File: src/rtl/line_buffer_frame_ctrl_pkg.sv
// line_buffer_frame_ctrl_pkg: FSM states, defaults and width helper for the median-filter frame sequencer.
package line_buffer_frame_ctrl_pkg;

    typedef enum logic [2:0] {S_IDLE, S_FILL, S_RUN, S_FLUSH, S_DONE} state_t;

    localparam int DEF_DW     = 8;
    localparam int DEF_W      = 256;
    localparam int DEF_H      = 256;
    localparam int DEF_LB_LAT = 1;

    // Never returns a zero width, so tiny geometries still get a 1-bit counter.
    function automatic int clog2(input int v);
        return (v <= 2) ? 1 : $clog2(v);
    endfunction

endpackage

File: src/rtl/line_buffer_frame_ctrl_tag.sv
// tag_delay_pipe: DEPTH-stage shift register carrying window tags, synchronously cleared.
module tag_delay_pipe #(
    parameter int DEPTH = 1,
    parameter int DW    = 1
) (
    input  logic          clk_i,
    input  logic          clr_i,
    input  logic [DW-1:0] d_i,
    output logic [DW-1:0] q_o
);

    logic [DW-1:0] sr_q [DEPTH];

    always_ff @(posedge clk_i) begin
        if (clr_i) begin
            for (int i = 0; i < DEPTH; i++) sr_q[i] <= '0;
        end else begin
            sr_q[0] <= d_i;
            for (int i = 1; i < DEPTH; i++) sr_q[i] <= sr_q[i-1];
        end
    end

    assign q_o = sr_q[DEPTH-1];

endmodule

File: src/rtl/line_buffer_frame_ctrl.sv
// line_buffer_frame_ctrl: feeds line_buffer_kernel_3 one frame at a time, pads W+1 pushes at the end
// and emits a row/col/border tag aligned with each centred 3x3 window.
module line_buffer_frame_ctrl
    import line_buffer_frame_ctrl_pkg::*;
#(
    parameter int                   Datawidth = DEF_DW,
    parameter int                   IMG_W     = DEF_W,
    parameter int                   IMG_H     = DEF_H,
    parameter logic [Datawidth-1:0] PAD_VAL   = '0,
    parameter int                   LB_LAT    = DEF_LB_LAT
) (
    input  logic                       CLK,
    input  logic                       CLR,
    input  logic                       Start,
    input  logic                       In_Valid,
    input  logic [Datawidth-1:0]       In_Data,
    output logic                       In_Ready,
    output logic [Datawidth-1:0]       LB_In,
    output logic                       LB_Valid,
    output logic                       Tag_Valid,
    output logic [clog2(IMG_H)-1:0]    Tag_Row,
    output logic [clog2(IMG_W)-1:0]    Tag_Col,
    output logic                       Tag_Border,
    output logic                       Busy,
    output logic                       Done
);

    localparam int RW = clog2(IMG_H);
    localparam int CW = clog2(IMG_W);
    localparam int PW = clog2(IMG_W * IMG_H + IMG_W + 2);
    localparam int TW = RW + CW + 2;

    state_t                 state_q, state_d;
    logic [PW-1:0]          p_q, p_d;
    logic [RW-1:0]          row_q, row_d;
    logic [CW-1:0]          col_q, col_d;
    logic [Datawidth-1:0]   lb_in_q, lb_in_d;
    logic                   lb_valid_q, lb_valid_d;
    logic [TW-1:0]          tag_q, tag_d, tag_out;
    logic                   accept, push, tag_vld, border, col_last;

    assign In_Ready = (state_q == S_FILL) || (state_q == S_RUN);
    assign Busy     = state_q != S_IDLE;
    assign accept   = In_Valid & In_Ready;
    assign push     = accept | (state_q == S_FLUSH);
    // Pushes 0..W only prime the line buffer; every later push completes a centred window.
    assign tag_vld  = push & (state_q != S_FILL);
    assign col_last = col_q == CW'(IMG_W - 1);
    assign border   = (row_q == '0) | (row_q == RW'(IMG_H - 1)) | (col_q == '0) | col_last;
    assign LB_In    = lb_in_q;
    assign LB_Valid = lb_valid_q;
    assign {Tag_Valid, Tag_Row, Tag_Col, Tag_Border} = tag_out;
    assign Done     = (state_q == S_DONE) & Tag_Valid & (Tag_Row == RW'(IMG_H - 1)) & (Tag_Col == CW'(IMG_W - 1));

    always_comb begin
        state_d    = state_q;
        p_d        = push ? p_q + 1'b1 : p_q;
        row_d      = tag_vld && col_last ? row_q + 1'b1 : row_q;
        col_d      = tag_vld ? (col_last ? '0 : col_q + 1'b1) : col_q;
        lb_valid_d = push;
        lb_in_d    = (state_q == S_FLUSH) ? PAD_VAL : (accept ? In_Data : lb_in_q);
        tag_d      = tag_vld ? {1'b1, row_q, col_q, border} : '0;
        case (state_q)
            S_IDLE: begin
                p_d   = '0;
                row_d = '0;
                col_d = '0;
                if (Start) state_d = S_FILL;
            end
            S_FILL:  if (accept && p_q == PW'(IMG_W)) state_d = S_RUN;
            S_RUN:   if (accept && p_q == PW'(IMG_W * IMG_H - 1)) state_d = S_FLUSH;
            S_FLUSH: if (p_q == PW'(IMG_W * IMG_H + IMG_W)) state_d = S_DONE;
            // Hold here until the final tag drains out of the delay pipe.
            S_DONE:  if (Done) state_d = S_IDLE;
            default: state_d = S_IDLE;
        endcase
    end

    always_ff @(posedge CLK) begin
        if (CLR) begin
            state_q    <= S_IDLE;
            p_q        <= '0;
            row_q      <= '0;
            col_q      <= '0;
            lb_in_q    <= '0;
            lb_valid_q <= 1'b0;
            tag_q      <= '0;
        end else begin
            state_q    <= state_d;
            p_q        <= p_d;
            row_q      <= row_d;
            col_q      <= col_d;
            lb_in_q    <= lb_in_d;
            lb_valid_q <= lb_valid_d;
            tag_q      <= tag_d;
        end
    end

    tag_delay_pipe #(.DEPTH(LB_LAT), .DW(TW)) u_tag_pipe (
        .clk_i (CLK),
        .clr_i (CLR),
        .d_i   (tag_q),
        .q_o   (tag_out)
    );

endmodule

File: config.mk
export PLATFORM = sky130hd
export DESIGN_NAME = line_buffer_frame_ctrl
export DESIGN_NICKNAME = d
export VERILOG_FILES = /design/src/rtl/line_buffer_frame_ctrl_pkg.sv /design/src/rtl/line_buffer_frame_ctrl_tag.sv /design/src/rtl/line_buffer_frame_ctrl.sv
export SDC_FILE = /design/constraint.sdc
export NUM_CORES = 1
export LEC_CHECK = 0
export ABC_AREA = 1
export BUFFER_PORTS_ARGS = -buffer_cell sky130_fd_sc_hd__buf_2
export CAP_MARGIN = 15
export CELL_PAD_IN_SITES_DETAIL_PLACEMENT = 1
export CELL_PAD_IN_SITES_GLOBAL_PLACEMENT = 2
export CORE_MARGIN = 8
export CORE_UTILIZATION = 36
export CTS_CLUSTER_DIAMETER = 80
export DETAILED_ROUTE_END_ITERATION = 10
export PLACE_DENSITY_LB_ADDON = 0.1
export SYNTH_ARGS = -nofsm -noshare
export SYNTH_HDL_FRONTEND = slang
export SYNTH_SLANG_ARGS = --single-unit
File: constraint.sdc
create_clock -name CLK -period 3.4 [get_ports CLK]
set_input_delay 0.34 -clock CLK [delete_from_list [all_inputs] [get_ports CLK]]
set_output_delay 0.34 -clock CLK [all_outputs]
set_load 0.005 [all_outputs]
== Word level (Yosys, flattened, before mapping) ==
Memory sizes are Yosys's and may differ from the RTL's.
Cells that the tools add are included.
Word-level totals
  bits in read-only memories: 0
  memory bits (writable): 18
  word-level logic and storage cells: 65
  latch bits: 0
  register bits after elaboration: 63
  bits of input ports: 12
  output and inout bits: 30
  memories kept: 1
Cells by class
  div/mod/pow operators: 0
  bitwise operators: 10
  reduce and logical (&&, ||, !) cells: 13
  muxes and demuxes: 13
  multiply operators: 0
  shift operators: 0
  add/subtract/negate cells: 3
  eq/ne operators: 17
  $lt $le $gt $ge: 0
Memory list
  u_tag_pipe.sr_q: words 1, bits a word 18, read ports 1, clocked after Yosys merged registers in 0, wr ports 1, RTL line line_buffer_frame_ctrl_tag.sv:12  | logic [DW-1:0] sr_q [DEPTH];
Operators by type and width (number)
  two-way mux 18 bit: 2
  equality test 8 bit (second input constant): 4
  OR reduction 18 bit: 1
  adder 17 x 1 -> 17 bit (second input constant): 1
  equality test 17 x 16 -> 1 bit (second input constant): 1
  equality test 17 bit (second input constant): 1
  equality test 17 x 9 -> 1 bit (second input constant): 1
  adder 8 x 1 -> 8 bit (second input constant): 2
  zero test 8 bit: 2
  two-way mux 3 bit: 5
  case mux 3 bit (5 select lines): 1
  two-way mux 8 bit: 1
  equality test 3 x 2 -> 1 bit (second input constant): 2
  inequality test 2 x 1 -> 1 bit (second input constant): 3
  OR reduction 2 bit: 3
  bitwise AND 1 bit: 5
  AND reduction 5 bit: 1
  two-way mux 1 bit: 4
  inequality test 2 bit (second input constant): 2
  OR 1 bit: 4
  equality test 3 x 1 -> 1 bit (second input constant): 1
  equality test 3 bit (second input constant): 1
  logical AND 1 bit: 3
  zero test 3 bit: 1
  4 further kinds: 4

== Longest topological paths before layout ==
Gate-level depths: netlist (run 1).
  depth in word-level cells: 7
  depth in mapped cells: 16
  mapped depth without buffers: 16

== By module ==
From an unflattened synthesis (run 1), not the netlist that was laid out.
Unflattened totals
  cells, all modules: 454
  area, all modules: 3424.5 sq um
Modules (own cells, without submodules)
  line_buffer_frame_ctrl: cells an instance 398, area each 2902.8 sq um, times used 1, sequential area each 1261.2 sq um
  tag_delay_pipe: cells an instance 56, area each 521.8 sq um, times used 1, sequential area each 360.3 sq um

== Worst setup path after synthesis (run 1) ==
OpenSTA, ideal clock, no wires.
  path type: reg2reg
  from: reg p_q[7]
  to: reg state_q[0]
  setup time: 109 ps
  period minus slack after synthesis: 1853 ps
  cell stages (with the launch flop): 17
  setup slack: 1547 ps
  data arrival time: 1744 ps
  path buffers: 0
  data required time: 3291 ps
  path through: dfxtp_1 > nand2_1 > inv_1 > nand2_1 > nor3_1 > inv_1 > nor4_1 > ha_1 > nand2_1 > nand3_1 > nand2_1 > inv_1 > nand2_1 > nor2_1 > nand3b_1 > nand2_1 > inv_1
Between the ends
  word-level cells in the longest chain between the ends: 4
  elaborated cells on any way between the ends: 9
  those cells by class: eq/ne: 6; reduce/logical: 3
Ends and longest elaborated chain
  start: declaration: RTL line line_buffer_frame_ctrl.sv:34  | logic [PW-1:0] p_q, p_d;
  start signal: assignment: RTL line line_buffer_frame_ctrl.sv:90  | p_q <= p_d;
  equality test 17 x 16 -> 1 bit / equality test 17 x 9 -> 1 bit (equally long branches): RTL line line_buffer_frame_ctrl.sv:71, line_buffer_frame_ctrl.sv:70
  logical AND 1 bit (on tied branches): RTL line line_buffer_frame_ctrl.sv:71, line_buffer_frame_ctrl.sv:70
  inequality test 2 x 1 -> 1 bit (no line)
  AND reduction 5 bit (no line) *
  end signal: assignment: RTL line line_buffer_frame_ctrl.sv:89  | state_q <= state_d;
  end: declaration: RTL line line_buffer_frame_ctrl.sv:33  | state_t state_q, state_d;
Every way passes the cells marked *; elsewhere a longest branch is shown, timed or not.
A chain may end at the register's enable or synchronous reset.

== Worst setup path after layout (run 1) ==
Same ends and word-level chain as after synthesis.

==> impl_results.md, run 1 <==
- Die Ht: 115 microns
- Cell family with most CP delay: simple AND/OR/NAND/NOR gates
- Crit-path slowest cell: dfxtp_1
- Htree depth: 3
- Post-synthesis mux area share: 0
- # clock sinks: 81
- # nets final: 524
- CP Capture Type: register
- Mapped cell area: 3520 sq um
- Crit path buf inv count: 4
- Setup Fix Bufs, Post-CTS: 0
- CTS tree: built
- Drt initial violations: 98
- Synth Area in XOR/XNOR: 0.00747
- RD Place Congestion: 0.792
- Port Buf Inserts: 41
- Post-DRT Antenna Nets: 0
- Root buffer cell: clkbuf_8
- Fin. max-slew vios: 0
- # diodes: 0
- Area growth from synthesis to layout: 15.0%
- Yosys top cell area share: 0.461
- Synth Area in Adders: 0.0249
- Clock-pin slew on the worst setup and hold paths: 100 ps
- Global-route wire length before repair: 14.0 mm
- Actual slew at the worst max-slew pin: 696 ps
- Routed via count: 2959
- CP Class: reg -> reg
- Die area: 13200 sq um
- Compound-Gate Fraction of Synth Area: 0.0839
- Fmax achieved: 0.447 GHz
- Unique cell type count in the Yosys netlist: 37
- Most common cell after layout, fill and taps aside: nor2_1
- Post-Synthesis Cells: 460
- Final WL: 8.37 mm
- CP most frequent cell: nand2_1
- Yosys top cell by area: dfxtp_1
- Crit path time final: 2240 ps
- Final period utilization: 0.658
- Top FF cell, synth: dfxtp_1
- Crit path arrival time: 2500 ps
- YS warnings: 0
- CTS Hold Bufs: 0
- Setup_tns: 0 ps
- Crit path depth: 16
- RSZ-0062 raised after global routing: no
- Pre-CTS setup slack: 1210 ps
- Number of flops mapped to enable cells by yosys: 0
- WHS Path Cells: 3
- Class of the worst hold path: in -> reg
- CP peak stage delay: 390 ps
- Static leakage: 0.00166 uW
- Worst-path cell chain: nand2_1 -> inv_1 -> nand2_1 -> nor3_1 -> inv_1 -> nor4_1 -> ha_1 -> nand2_1 -> nand3_1 -> nand2_1 -> inv_1 -> nand2_1 -> nor2_1 -> nand3b_1 -> nand2_1 -> inv_1
- GRT busiest layer: met2
- Drt pass-1 iters: 4
- Cts bufs inserted: 9
- Io pins: 42
- DRC: 0
- Final Cell Area: 4050 sq um
- Non-filler cells, final: 643
- Initial core utilization: 0.365
- Area contributors post-synth: dfxtp_1 (46%), nor2_1 (9.8%), inv_1 (7.4%)
- Peak VDD IR: 233 uV
- Via density: 4.60
- Largest family of logic cells by synthesized area: simple AND/OR/NAND/NOR gates
- Post-Synth Simple-Gate Area: 0.331
- Post-Syn Area per Cell: 7.65 sq um
- Horiz. Die Dim: 115 microns
- DP Cell Count: 627
- Initial antenna violation count: 0
- Vias in the first global route: 2961
- GR Util All Layers: 0.134
- PnR worst setup slack: 1160 ps
- Clock skew: 10.5 ps
- Overflow after GRT: 0
- Asr flop ratio synth: 0
- Grt met1 use: 0.182
- Met3 GRT Util: 0.0362
- P per Cell Area: 628 nW/um^2
- Wirelength per Cell: 13.0 microns
- Seq/Total Area, Yosys: 0.461
- Max Cap Violations: 0
- Grt met2 use: 0.197
- Final Hold Viols: 0
- Worst Path Required: 3660 ps
- Area after DPL: 3840 sq um
- R2R cell count: 16
- Outcome: complete, no violations
- DP HPWL: 6.46 mm
- # resized after CTS: 0
- Yosys reg bits: 81
- Syn_nets: 479
- Clock latency on the worst-skew pair: 360 ps
- Rows: 36
- Slew HR: 0.535
- Max Root-Sink Buffers: 2
- Pin count of the biggest net entering global routing: 24
- Most frequent cells in the layout: nor2_1 (92), dfxtp_1 (81), inv_1 (69), nand2_1 (69), buf_2 (41)
- CP Max Fanout: 5
- Startpoint Class: register
- Layout cells sized above 1: 0.157
- # setup viols final: 0
- Core footprint: 9640 sq um
==> worst register-to-register path: cells and delay by family (launching register included) <==
family | cells | cell delay, ps
buffers and inverters | 4 | 280
adder cells (fa/ha/maj) | 1 | 220
AND/OR/NAND/NOR | 11 | 1250
flip-flops | 1 | 390
==> report_power, final <==
part | total, uW | leakage, uW | internal [uW] | switching (uW)
Sequential | 1070 | 0.000654 | 1020 | 54.3
Clock | 747 | 0.000103 | 354 | 394
Combinational | 721 | 0.000908 | 228 | 494
==> worst paths after layout <==
check / startpoint / to / slack [ps]
hold reg to reg: tag_q[13]$_SDFF_PP0_ / u_tag_pipe.sr_q[0][13]$_SDFF_PP0_ / 410
hold / removal: In_Data[6] / LB_In[6]$_SDFFE_PP0P_ / 200
setup reg to reg: p_q[7]$_SDFFE_PP0N_ / state_q[0]$_SDFFE_PP0P_ / 1160
setup / recovery: p_q[7]$_SDFFE_PP0N_ / state_q[0]$_SDFFE_PP0P_ / 1160
==> flip-flops by register name (all words and copies together) (netlist names) <==
register / count
tag_q: 18
u_tag_pipe.sr_q: 18
p_q: 17
LB_In: 8
col_q: 8
row_q: 8
state_q: 3
LB_Valid: 1
==> Yosys cell counts (4+ instances only) <==
master / count
o21ai_0: 25
nand3_1: 15
nor4_1: 4
nor2_1: 92
nor3_1: 15
dfxtp_1: 81
nand2_1: 69
a21oi_1: 25
inv_1: 69
ha_1: 7
nand4_1: 14
nand2_4: 5
==> kinds of logic (layout without fill, tap and decap cells) <==
kind of cell	Yosys count	after routing
buf+inv	79	129
fa+ha+maj	7	7
compound gates	56	56
xor+xnor	3	3
flops	81	81
simple gates	234	234
==> final cells by class <==
type | instances | area [sq um]
repair buffers | 41 | 205
multi-input cells | 300 | 1570
clock buffers | 9 | 124
inverters | 72 | 273
clock inverters | 7 | 83.8
flip-flops and latches | 81 | 1620
well taps | 133 | 166
fillers | 1275 | 5590
==> through the flow <==
step / utilization / power, uW / hold slack [ps]
3_3_place_gp: 0.398 / 1820 / 397
4_1_cts: 0.420 / 2590 / 188
5_1_grt: 0.420 / 2720 / 220
3_5_place_dp: 0.398 / 1840 / 399
6_report: 0.420 / 2540 / 204
2_1_floorplan: - / 1650 / 388
==> metal layers <==
layer | wire [microns] | vias to the layer above
li1 | - | 1550
met4 | 118 | 0
met3 | 484 | 12
met1 | 4360 | 1354
met5 | 0 | -
met2 | 3400 | 43
No activity file was read; power rests on OpenSTA's default activity.
==> run 2, diff against run 1 <==
CORE_UTILIZATION = 33   (was 36)
clock period = 2.3 ns   (was 3.4 ns; I/O delays follow)
==> impl_results.md, run 2 (synthesis gave the netlist of run 1 again) <==
- Core footprint: 10300 sq um (was 9640 sq um)
- Worst hold margin: 116 ps (was 204 ps)
- Io pins: 42 (unchanged)
- Min-delay src: In_Data[7] (was In_Data[6])
- Fmax achieved: 0.472 GHz
- Grt met2 use: 0.189 (was 0.197)
- Port Buf Inserts: 41 (unchanged)
- Die area: 14200 sq um (was 13200 sq um)
- # nets final: 525 (was 524)
- GRT busiest layer: met2 (unchanged)
- Root buffer cell: clkbuf_8 (unchanged)
- Post-DRT Antenna Nets: 0 (unchanged)
- Drt initial violations: 124 (was 98)
- P per Cell Area: 920 nW/um^2 (was 628 nW/um^2)
- Layout cells sized above 1: 0.180 (was 0.157)
- # clock sinks: 81 (unchanged)
- Worst Path Required: 2070 ps (was 3660 ps)
- Grt met1 use: 0.176 (was 0.182)
- Setup Fix Bufs, Post-CTS: 0 (unchanged)
- Final WL: 8.51 mm (was 8.37 mm)
- DP HPWL: 6.48 mm (was 6.46 mm)
- Slew HR: 0.522 (was 0.535)
- Static leakage: 0.00169 uW (was 0.00166 uW)
- Clock latency on the worst-skew pair: 360 ps (about the same)
- # diodes: 0 (unchanged)
- Met3 GRT Util: 0.0340 (was 0.0362)
- Horiz. Die Dim: 119 microns (was 115 microns)
- GR Util All Layers: 0.129 (was 0.134)
- Reg2reg start: p_q[7]$_SDFFE_PP0N_ (unchanged)
- Drt pass-1 iters: 4 (unchanged)
- Fin. max-slew vios: 0 (unchanged)
- RD Place Congestion: 0.791 (was 0.792)
- CP Max Fanout: 4 (was 5)
- CTS tree: built (unchanged)
- # setup viols final: 0 (unchanged)
- Startpoint Class: register (unchanged)
- Peak VDD IR: 491 uV (was 233 uV)
- Vias in the first global route: 3070 (was 2961)
- Outcome: complete, no violations (unchanged)
- Top Registers: tag_q: 18 flops, u_tag_pipe.sr_q: 18 flops, p_q: 17 flops (unchanged)
- Final core occ: 0.396 (was 0.420)
- Htree depth: 3 (unchanged)
- # fillers: 1287 (was 1275)
- Final period utilization: 0.921
- Routed via count: 2937 (was 2959)
- Initial core utilization: 0.341 (was 0.365)
- CP Capture Type: output pin (was register)
- Wirelength per Cell: 13.1 microns (was 13.0 microns)
- Global-route wire length before repair: 15.1 mm (was 14.0 mm)
- Initial antenna violation count: 0 (unchanged)
- Setup_tns: 0 ps (unchanged)
- Max Root-Sink Buffers: 2 (unchanged)
- Clock-pin slew on the worst setup and hold paths: 90 ps (was 100 ps)
- Crit path time final: 2120 ps
- Clock skew: 12.6 ps (was 10.5 ps)
- Die Ht: 119 microns (was 115 microns)
- Via density: 4.54 (was 4.60)
- Total power: 3760 uW (was 2540 uW)
- Area growth from synthesis to layout: 16.3% (was 15.0%)
- Most common cell after layout, fill and taps aside: nor2_1 (unchanged)
- Actual slew at the worst max-slew pin: 717 ps (was 696 ps)
- Pin count of the biggest net entering global routing: 23 (was 24)
- Crit path from: state_q[2]$_SDFFE_PP0P_ (was p_q[7]$_SDFFE_PP0N_)
- Crit path arrival time: 1890 ps (was 2500 ps)
- Cts bufs inserted: 9 (unchanged)
- Rows: 37 (was 36)
- Overflow after GRT: 0 (unchanged)
- Most frequent cells in the layout: nor2_1 (91), dfxtp_1 (78), inv_1 (67), nand2_1 (67), buf_2 (41) (was nor2_1 (92), dfxtp_1 (81), inv_1 (69), nand2_1 (69), buf_2 (41))
- Final Hold Viols: 0 (unchanged)
- CP Class: reg -> out (was reg -> reg)
- DRC: 0 (unchanged)
- Max Cap Violations: 0 (unchanged)
- RSZ-0062 raised after global routing: no (unchanged)
- Class of the worst hold path: in -> reg (unchanged)
==> run 2: area by class of cell <==
class	count	area, sq um	share of cell area
clock inverters	7	81.3	0.0199
inverters	72	273	0.0666
multi-input cells	300	1600	0.392
repair buffers	42	213	0.0520
flip-flops and latches	81	1630	0.398
clock buffers	9	124	0.0303
well taps	136	170	0.0416
==> run 2: worst paths after layout <==
check / end / slack [ps] / cells after the start
min: LB_In[7]$_SDFFE_PP0P_ / 120 / 3
max reg2reg: state_q[0]$_SDFFE_PP0P_ / 220 / 16
min reg2reg: u_tag_pipe.sr_q[0][12]$_SDFF_PP0_ / 410 / 2
max: Done / 180 / 5
==> run 2: routing by layer <==
| metal | up-vias | wire length (microns) |
|---|---|---|
| met3 | 9 | 366 |
| met2 | 35 | 3560 |
| li1 | 1556 | - |
| met5 | - | 0 |
| met1 | 1337 | 4470 |
| met4 | 0 | 106 |
==> run 2: per-stage QoR <==
step                      setup slack (ps)  std cells  area [sq um]
final                                  182        647          4090
after global routing                  20.1        647          4090
after CTS                             82.9        647          4060
after detailed placement              29.7        631          3850
after global placement                 144        631          3850
after floorplan                        447        460          3520
==> run 2: repair_timing <==
item / CTS / global route
resized for setup: 1 / 12
hold buffers: 0 / 0
pin swaps: 0 / 3
setup endpoints to repair: 1 / 2
==> run 2: report_power, final <==
| group | total, uW | internal [uW] | switching [uW] |
|---|---|---|---|
| combinational | 1080 | 342 | 739 |
| sequential | 1590 | 1510 | 82.1 |
| clock | 1090 | 519 | 574 |
==> run 2: worst max-delay path: stages (launching register included) <==
cell and delay, ps:
dfxtp_1 420, inv_1 140, nor3_1 410, nand4_1 140
nor4b_1 270, buf_2 170
